File: config.mk
export PLATFORM = sky130hd
export DESIGN_NAME = system_memory_sequencer
export DESIGN_NICKNAME = d
export VERILOG_FILES = /design/src/rtl/system_seq_pkg.sv /design/src/rtl/system_memory_sequencer_seq_bit_counter.sv /design/src/rtl/system_memory_sequencer.sv
export SDC_FILE = /design/constraint.sdc
export NUM_CORES = 1
export LEC_CHECK = 0
export CAP_MARGIN = 0
export CORE_ASPECT_RATIO = 1.2
export CORE_MARGIN = 10
export CORE_UTILIZATION = 50
export CTS_BUF_LIST = sky130_fd_sc_hd__clkbuf_4
export DETAILED_ROUTE_END_ITERATION = 7
export GPL_TIMING_DRIVEN = 0
export PLACE_DENSITY = 0.81
export SKIP_LAST_GASP = 1
export SYNTH_ARGS = -nofsm -noshare
export SYNTH_HDL_FRONTEND = slang
export SYNTH_SLANG_ARGS = --single-unit
File: constraint.sdc
create_clock -name CLK -period 1.9 [get_ports CLK]
set_clock_uncertainty 0.15 [all_clocks]
set_input_delay 0.38 -clock CLK [delete_from_list [all_inputs] [get_ports CLK]]
set_output_delay 0.38 -clock CLK [all_outputs]
set_load 0.01 [all_outputs]
File: src/rtl/system_seq_pkg.sv
// Shared types for the system memory sequencer: FSM state encoding and reset state.
package system_seq_pkg;

  typedef enum logic [2:0] {
    IDLE,
    LOAD,
    RUN,
    SHIFT,
    PRESENT,
    FINISH
  } seq_state_t;

  localparam seq_state_t SEQ_STATE_RESET = IDLE;

endpackage

File: src/rtl/system_memory_sequencer_seq_bit_counter.sv
// Cell counter shared by the load and readback phases; flags the final cell of a pass.
module seq_bit_counter #(
  parameter int DATA_SIZE = 5,
  localparam int CNT_W = $clog2(DATA_SIZE + 1)
) (
  input  logic clk,
  input  logic rst,
  input  logic clr,
  input  logic inc,
  output logic at_last
);

  logic [CNT_W-1:0] cnt;

  // Clear wins over increment so a phase change never carries a stale count.
  always_ff @(posedge clk or posedge rst) begin
    if (rst)
      cnt <= '0;
    else if (clr)
      cnt <= '0;
    else if (inc)
      cnt <= cnt + CNT_W'(1);
  end

  // The accept made while at_last is high brings the count to DATA_SIZE.
  assign at_last = (cnt == CNT_W'(DATA_SIZE - 1));

endmodule

File: src/rtl/system_memory_sequencer.sv
// Job sequencer for SYSTEM_MEMORY_V4: serial load, N generations, serial readback.
// Optional SEQ_LOAD_BYPASS_EN adds SKIP_LOAD to run a job on the resident grid.
module system_memory_sequencer
  import system_seq_pkg::*;
#(
  parameter int DATA_SIZE = 5,
  parameter int GEN_WIDTH = 8
) (
  input  logic                 CLK,
  input  logic                 RESET,
  input  logic                 START,
  input  logic [GEN_WIDTH-1:0] GENERATIONS,
`ifdef SEQ_LOAD_BYPASS_EN
  input  logic                 SKIP_LOAD,
`endif
  input  logic                 IN_VALID,
  input  logic                 IN_BIT,
  output logic                 IN_READY,
  output logic                 SERIAL_TO_MEM,
  input  logic                 SERIAL_FROM_MEM,
  output logic                 LOAD_MODE,
  output logic                 RUN_MODE,
  output logic                 OUTPUT_MODE,
  output logic                 OUT_VALID,
  output logic                 OUT_BIT,
  input  logic                 OUT_READY,
  output logic                 BUSY,
  output logic                 DONE
);

  seq_state_t           state;
  logic [GEN_WIDTH-1:0] gen_cnt;
  logic                 bit_last;
  logic                 bit_clr;
  logic                 bit_inc;
  logic                 gen_last;
  logic                 skip_load;

`ifdef SEQ_LOAD_BYPASS_EN
  assign skip_load = SKIP_LOAD;
`else
  assign skip_load = 1'b0;
`endif

  assign gen_last = (gen_cnt == GEN_WIDTH'(1));
  assign bit_inc  = (state == LOAD && IN_VALID) || (state == PRESENT && OUT_READY);
  assign bit_clr  = (state == IDLE && START) ||
                    (state == LOAD && IN_VALID && bit_last) ||
                    (state == RUN && gen_last);

  seq_bit_counter #(.DATA_SIZE(DATA_SIZE)) u_bit_cnt (
    .clk     (CLK),
    .rst     (RESET),
    .clr     (bit_clr),
    .inc     (bit_inc),
    .at_last (bit_last)
  );

  always_ff @(posedge CLK or posedge RESET) begin
    if (RESET) begin
      state   <= SEQ_STATE_RESET;
      gen_cnt <= '0;
    end else begin
      case (state)
        IDLE: begin
          if (START) begin
            gen_cnt <= GENERATIONS;
            if (skip_load)
              state <= (GENERATIONS == '0) ? SHIFT : RUN;
            else
              state <= LOAD;
          end
        end
        LOAD: begin
          if (IN_VALID && bit_last)
            state <= (gen_cnt == '0) ? SHIFT : RUN;
        end
        RUN: begin
          gen_cnt <= gen_cnt - GEN_WIDTH'(1);
          if (gen_last)
            state <= SHIFT;
        end
        SHIFT:   state <= PRESENT;
        PRESENT: begin
          if (OUT_READY)
            state <= bit_last ? FINISH : SHIFT;
        end
        FINISH:  state <= IDLE;
        default: state <= SEQ_STATE_RESET;
      endcase
    end
  end

  // Mode strobes are decoded from a single state, so at most one is ever high.
  always_comb begin
    IN_READY      = 1'b0;
    LOAD_MODE     = 1'b0;
    SERIAL_TO_MEM = 1'b0;
    RUN_MODE      = 1'b0;
    OUTPUT_MODE   = 1'b0;
    OUT_VALID     = 1'b0;
    OUT_BIT       = 1'b0;
    DONE          = 1'b0;
    BUSY          = (state != IDLE);
    case (state)
      LOAD: begin
        IN_READY      = 1'b1;
        LOAD_MODE     = IN_VALID;
        SERIAL_TO_MEM = IN_BIT;
      end
      RUN:     RUN_MODE = 1'b1;
      SHIFT:   OUTPUT_MODE = 1'b1;
      PRESENT: begin
        OUT_VALID = 1'b1;
        OUT_BIT   = SERIAL_FROM_MEM;
      end
      FINISH:  DONE = 1'b1;
      default: ;
    endcase
  end

endmodule

* Word level (Yosys, flattened, before mapping)
Index checks and enable logic that the tools add are counted.
** Word-level totals
- Bits in registers :: 14
- Input bits :: 15
- Output and inout bits :: 9
- Word-level logic and storage cells :: 51
** Operators by class
- Add/sub/neg operators :: 2
- Equality and inequality tests :: 11
- Mux-type cells :: 19
- Reduce and logical (&&, ||, !) cells :: 16
** Operators with widths (number)
- $mux W3 :: 7
- $pmux W8 S2 :: 1
- $pmux W3 S5 :: 1
- $eq A3 B3 Y1 const B :: 3
- $mux W1 :: 9
- $eq A8 B1 Y1 const B :: 1
- $logic_not A8 Y1 :: 1
- $mux W8 :: 1
- $sub A8 B1 Y8 const B :: 1
- $eq A3 B2 Y1 const B :: 2
- $logic_and A1 B1 Y1 :: 6
- $ne A2 B2 Y1 const B :: 3
- $reduce_and A4 Y1 :: 1
- $reduce_bool A2 Y1 :: 2
- $add A3 B1 Y3 const B :: 1
- $eq A3 B1 Y1 const B :: 1
- $logic_not A3 Y1 :: 1
- $logic_or A1 B1 Y1 :: 3
- $reduce_bool A3 Y1 :: 1
- $ne A2 B1 Y1 const B :: 1
- $reduce_and A2 Y1 :: 1

* Depth between registers and ports, before layout
- Word-level depth :: 6
- Mapped depth :: 6
- Mapped depth without buffers :: 6

* Modules after synthesis
Synthesis repeated with hierarchy kept, for this count alone.
** Second synthesis, totals
- Cell total of the unflattened synthesis :: 125
- Area, all modules :: 1088.5 sq um
** By module, submodules not included
- system_memory_sequencer :: instances 1, cells each 109, area each 922.1 sq um, seq. area each 275.3 sq um
- seq_bit_counter :: instances 1, cells each 16, area each 166.4 sq um, seq. area each 75.1 sq um

* Least setup slack after synthesis
OpenSTA, ideal clock, no wires.
- Kind :: register to output
- Start point :: register state[1]
- End point :: output port SERIAL_TO_MEM
- Arrival :: 1.255 ns
- Required time :: 1.370 ns
- Path slack :: 0.115 ns
- Cell stages (with the launch flop) :: 4
- Buffers on the path :: 1
- Path through :: dfrtp_1 -> buf_4 -> nor3b_1 -> and2_1
** On the way
- Longest elaborated chain between the ends :: 2
** RTL lines
- start: declaration :: RTL line system_memory_sequencer.sv:31 : seq_state_t state;
- start signal: assignment :: RTL line system_memory_sequencer.sv:69 : state <= (GENERATIONS == '0) ? SHIFT : RUN;
- start signal: assignment :: RTL line system_memory_sequencer.sv:76 : state <= (gen_cnt == '0) ? SHIFT : RUN;
- start signal: assignment :: RTL line system_memory_sequencer.sv:86 : state <= bit_last ? FINISH : SHIFT;
- $eq A3 B1 Y1 :: RTL line system_memory_sequencer.sv:105 : case (state)
- $mux W1 :: RTL line system_memory_sequencer.sv:105
- end: declaration :: RTL line system_memory_sequencer.sv:19 : output logic SERIAL_TO_MEM,
No other way between the ends.

* Worst setup path in the final report
- Start point :: register state[0]
- End point :: output port RUN_MODE
** On the way
- Longest elaborated chain between the ends :: 2
** RTL lines
- $eq A3 B2 Y1 :: RTL line system_memory_sequencer.sv:105
- $mux W1 :: RTL line system_memory_sequencer.sv:105
- end: declaration :: RTL line system_memory_sequencer.sv:22 : output logic RUN_MODE,
No other way between the ends.

==> metrics.md <==
| Metric | Value |
|---|---|
| YS warnings | 0 |
| Reg-to-Reg Start | state[2] |
| Setup crit end kind | primary output |
| Num CTS Buffers | 3 |
| Slew Limit Fails | 0 |
| CP Capture Point | RUN_MODE |
| Synthesis-stage register bit count | 14 |
| Vias/cell | 5.753 |
| FMAX | 508.5 MHz |
| Net Count, Synth | 125 |
| Post-DRT Antenna Nets | 0 |
| Pwr/cell area | 1320 nW/µm² |
| DP Cell Count | 147 |
| Tmin final | 1.966 ns |
| CP delay by family, top | flip-flops |
| R2R Setup Slk | 0.01 ns |
| Setup Viol. Count Final | 2 |
| Largest area contributor in the netlist | dfrtp_1 |
| Die X | 60.15 µm |
| DIE AREA | 4101 µm² |
| Final WL | 2607 µm |
| Fin. Hold Viols | 0 |
| RSZ-0062 raised after global routing | true |
| CTS tree | built |
| DP Worst Slack | -0.3512 ns |
| Slew headroom | 62.60% |
| IO Port Bufs | 23 |
| Status | finished, violations left |
| Sink Count | 14 |
| Slowest cell on crit path | dfrtp_1 |
| Levels on crit path | 4 |
| Crit path DAT | 1.44 ns |
| Netlist Area Pre-Place | 967.2 µm² |
| Placer congestion estimate | 0.8126 |
| Maximum level of the CTS H-tree | 1 |
| CP Launch Type | flip-flop |
| Worst ir drop on vdd | 0.8373 mV |
| Final hold slack | 0.2917 ns |
| # DRC | 0 |
| Area Growth Syn to Fin | 42.82% |
| Setup ws final | -0.06639 ns |
| Netlist cell types | 37 |
| Layout cells sized above 1 | 31.29% |
| Row cnt | 17 |
| Longest Clk Path Bufs | 2 |
| Vias in the first global route | 959 |
| Violations in the final reports | negative setup slack |
| Hold_buf cts | 0 |
| Vias | 955 |
| Total core area | 1851 µm² |
| Worst path max stage delay | 0.42 ns |
| Grt total ovfl | 0 |
| CP startpoint | state[0] |
| Sequential share of the synthesized area | 36.22% |
| Gate Count Post-Synth | 105 |
| Clk Tree Root Cell | clkbuf_4 |
| R2R cell count | 5 |
| CP Max Fanout | 4 |
| Initial Utilization | 52.27% |
| Total Power | 1.824 mW |
| CP Cell Sequence | buf_4, or3b_4, inv_4, buf_6 |
| Die H | 68.18 µm |
| Dpl hpwl | 1743 µm |
| WP buf/inv | 3 |
| Diodes inserted | 0 |
| Pre-antenna DRT Iters | 4 |
| Clk Latency, worst-skew pair | 0.28 ns |
| Largest net degree at the start of global routing | 15 |
| Initial drt markers | 34 |
| DR WL/cell | 15.70 µm |
| Least-Margin Pin Slew | 0.5603 ns |
| Max capacitance violation total | 0 |
| Fin cells | 166 |
| Post-Syn Area per Cell | 9.211 µm² |
| Layout Nets | 168 |
| Worst EP required | 1.37 ns |
| All-layer global routing usage | 12.37% |
| Setup CP Type | flip-flop to primary output |
| Post-synth top area share | 36.22% |
| Io pins | 24 |
| Worst r2r dst | gen_cnt[7] |
| Initial antenna violation count | 0 |
| Crit share post-route | 103.5% |
| Most frequent cells in the layout | dfrtp_1 (14), clkdlybuf4s50_1 (14), buf_4 (14) |
| CTS clock-pin slew for the worst setup and hold paths | 0.09 ns |
| Static Leakage | 0.6521 nW |
| First-pass GRT wire length | 4071 µm |
| Worst Hold Class | primary input to asynchronous set/reset pin |
| Area contributors post-synth | dfrtp_1 (36%), ha_1 (6.5%), nor4b_4 (4.9%) |
worst min-delay path by stage:
stage                       endpoint  slack (ns)  cells after the start  startpoint
global route        u_bit_cnt.cnt[1]        0.34                      2       RESET
finish              u_bit_cnt.cnt[1]        0.29                      2       RESET
CTS                 u_bit_cnt.cnt[1]        0.30                      2       RESET
detailed placement        gen_cnt[7]        0.33                      1  gen_cnt[7]
floorplan                 gen_cnt[0]        0.12                      1       RESET
global placement          gen_cnt[7]        0.32                      1  gen_cnt[7]
cells in the mapped netlist:
cell type	instances
nor4bb_1	1
nand2b_1	2
nand2_1	11
inv_1	5
nor4_2	1
o311ai_0	1
nor4b_4	2
and3_1	1
a21o_1	1
nand3_1	6
dfrtp_1	14
or4b_4	1
and2_1	3
o221a_2	2
o211ai_1	3
a41oi_1	1
or3_1	2
or3b_2	1
a211oi_1	1
nor2b_1	1
ha_1	5
mux2i_1	2
buf_4	3
nor3b_1	2
o22ai_1	1
buf_6	1
and4bb_2	1
a22oi_1	1
xnor2_1	1
xor2_1	1
a21oi_1	6
inv_2	1
o21ai_0	2
nand4_1	4
buf_2	1
nor2_1	11
nor3_1	2
final cells by class:
type,instances,area [µm²]
Sequential cell,14,350.3
Tap cell,19,23.77
Clock buffer,3,22.52
Buffer,4,45.04
Clock inverter,1,3.754
Fill cell,130,469.2
Multi-Input combinational cell,80,598.1
Timing Repair Buffer,39,312.8
Inverter,6,25.02
power breakdown:
group	leakage (nW)	internal (mW)	switching, mW
sequential	0.171	0.430	0.160
combinational	0.466	0.556	0.498
clock	0.0154	0.0762	0.103
sequential cells by signal (all words and copies together), names as in the netlist:
signal,count
gen_cnt,8
state,3
u_bit_cnt.cnt,3
routing by layer:
layer	vias to the layer above	part of all wire [%]	global-route usage, %
met5	-	0	0
met4	0	1.1	3.371
met3	4	7.6	4.630
met2	33	51	21.65
met1	458	41	13.59
li1	460	-	-
worst reg2reg max path: stages, from the launching register on:
cell and delay [ns]:
dfrtp_1 0.42, buf_4 0.15, or4b_4 0.53, nor4b_4 0.35, nor3_2 0.07, a211oi_2 0.15
logic make-up (layout without fill, tap and decap cells):
group | Yosys count | count (layout) | synth area share [%]
simple gates | 52 | 52 | 33.51
compound gates | 19 | 19 | 13.58
flops | 14 | 14 | 36.22
buf+inv | 11 | 53 | 6.338
fa+ha+maj | 5 | 5 | 6.468
xor+xnor | 2 | 2 | 1.811
mux | 2 | 2 | 2.070
repair_timing:
item,4_1_cts,5_1_grt
cloned,0,1
pin swaps,3,6
resized for setup,36,13
endpoints found under the setup margin,9,9
buffers inserted,8,7
through the flow:
step | util [%] | setup TNS (ns) | instance area, µm²
global placement | 65.99 | -1.557 | 1221
finish | 74.65 | -0.09316 | 1381
detailed placement | 65.99 | -1.733 | 1221
CTS | 71.20 | -0.2289 | 1318
global route | 74.65 | -0.3661 | 1381
floorplan | - | 0 | 967.2
No activity file was read; power rests on OpenSTA's default activity.
==> variant: new RTL, same flow settings <==
The option `SEQ_LOAD_BYPASS_EN` is turned on by a define.
--- a/src/rtl/system_memory_sequencer.sv
+++ b/src/rtl/system_memory_sequencer.sv
@@ -1,5 +1,7 @@
 // Job sequencer for SYSTEM_MEMORY_V4: serial load, N generations, serial readback.
 // Optional SEQ_LOAD_BYPASS_EN adds SKIP_LOAD to run a job on the resident grid.
+`define SEQ_LOAD_BYPASS_EN
+
 module system_memory_sequencer
   import system_seq_pkg::*;
 #(
Interface: changed (added SKIP_LOAD); port bits go from 24 to 25. No check against the original RTL was run, so the function may have changed too.
==> variant against the original RTL <==
The run still ends with setup timing left. Final cell count increased by 4.2%. Register-to-register slack got worse by 0.02 ns. Sequential cell count unchanged. Sequential power is 2% lower. Cell area is 5.8% higher. Power grew 28%. Clock power grew 3%. Via count up 8.5%. Die area rose by 3.8%. Largest power group unchanged. Area after synthesis up 5.6%. Worst setup slack improved by 0.025 ns. Wire length is 14% higher.
==> variant: results (changes against the original RTL) <==
| Metric | Value |
|---|---|
| Status | `finished with violations (unchanged)` |
| Failing checks | `setup timing (unchanged)` |
| Worst-path fanout max | `8 (was 4)` |
| Final setup violation count | `4 (was 2)` |
| Via count | `1036 (was 955)` |
| DR WL met2 | `1600 um (was 1320 um)` |
| Relative slew slack | `63.6% (was 62.6%)` |
| Multi-input comb cells | `83 (was 80)` |
| PnR worst setup slack | `-0.0417 ns (was -0.0664 ns)` |
| Non-clk invs | `11 (was 6)` |
| Clk. pwr | `0.186 mW (was 0.180 mW)` |
| Final RePlAce weighted congestion | `0.857 (was 0.813)` |
| Cells after DPL | `156 (was 147)` |
| Leakage | `0.666 nW (was 0.652 nW)` |
| R2R Setup Slk | `-0.01 ns (was 0.01 ns)` |
| Dpl hpwl | `1910 um (was 1740 um)` |
| DRT met1 WL | `1180 um (was 1060 um)` |
| Total track usage | `12.3% (was 12.4%)` |
| Pre-CTS setup slack | `-0.271 ns (was -0.351 ns)` |
| Seq/Total Area, Yosys | `34.3% (was 36.2%)` |
| Post-CTS Repair Setup Buffers | `9 (was 8)` |
| P_int | `1.30 mW (was 1.06 mW)` |
| Post-route cell area | `1460 um^2 (was 1380 um^2)` |
| CTS resizes | `25 (was 36)` |
| Combinational Power Share | `67.2% (was 57.8%)` |
| Area post-placement | `1280 um^2 (was 1220 um^2)` |
| First-pass GRT wire length | `4260 um (was 4070 um)` |
| Multiplexer share of the synthesized area | `2.94% (was 2.07%)` |
| Met2 usage | `22.2% (was 21.6%)` |
| Post-synth top cells | `dfrtp_1, inv_1, nand2_1, nor2_1, o21ai_0 (was dfrtp_1, nand2_1, nor2_1, a21oi_1, nand3_1)` |
| Xor/xnor share of the synthesized area | `1.72% (was 1.81%)` |
| Mapped Nets | `133 (was 125)` |
| Proportion of layout cells with a drive suffix above 1 | `29.2% (was 31.3%)` |
| Layout net count | `175 (was 168)` |
| Share of cell area taken by multi-input logic gates | `43.1% (was 43.3%)` |
| Sw frac | `44.3% (was 41.8%)` |
| # fillers | `127 (was 130)` |
| CP peak stage delay | `0.38 ns (was 0.42 ns)` |
| WL met3 | `175 um (was 198 um)` |
| Vias in the first global route | `983 (was 959)` |
| Syn Inst Count | `113 (was 105)` |
| Vias/cell | `5.99 (was 5.75)` |
| Seq area share | `24.1% (was 25.4%)` |
| M3 GR Usage | `3.11% (was 4.63%)` |
| GR Util met1 | `13.3% (was 13.6%)` |
| Cell family with most CP delay | `buffers and inverters (was flip-flops)` |
-- variant: changes by cell type after synthesis, sizes merged, moves of 2 or more --
cell / change
o21ai: +6
inv: +5
a31oi: +3
and2: +3
nand4: -3
nor2: -3
nor2b: +3
a21oi: -2
a32o: +2
nand2: -2
nor4: +2
nor4b: -2
o221a: -2
-- variant: worst paths after layout --
| kind | start | endpoint | cells past startpoint |
|---|---|---|---|
| worst min-delay path | RESET | u_bit_cnt.cnt[0]$_DFFE_PP0P_ | 2 |
| worst max-delay path | state[1]$_DFFE_PP0P_ | OUT_BIT | 5 |
| min in group CLK | gen_cnt[3]$_DFFE_PP0P_ | gen_cnt[3]$_DFFE_PP0P_ | 2 |
| worst min register to register | gen_cnt[3]$_DFFE_PP0P_ | gen_cnt[3]$_DFFE_PP0P_ | 2 |
| worst max register to register | state[2]$_DFFE_PP0P_ | u_bit_cnt.cnt[2]$_DFFE_PP0P_ | 9 |
| max in group asynchronous | RESET | gen_cnt[4]$_DFFE_PP0P_ | 2 |
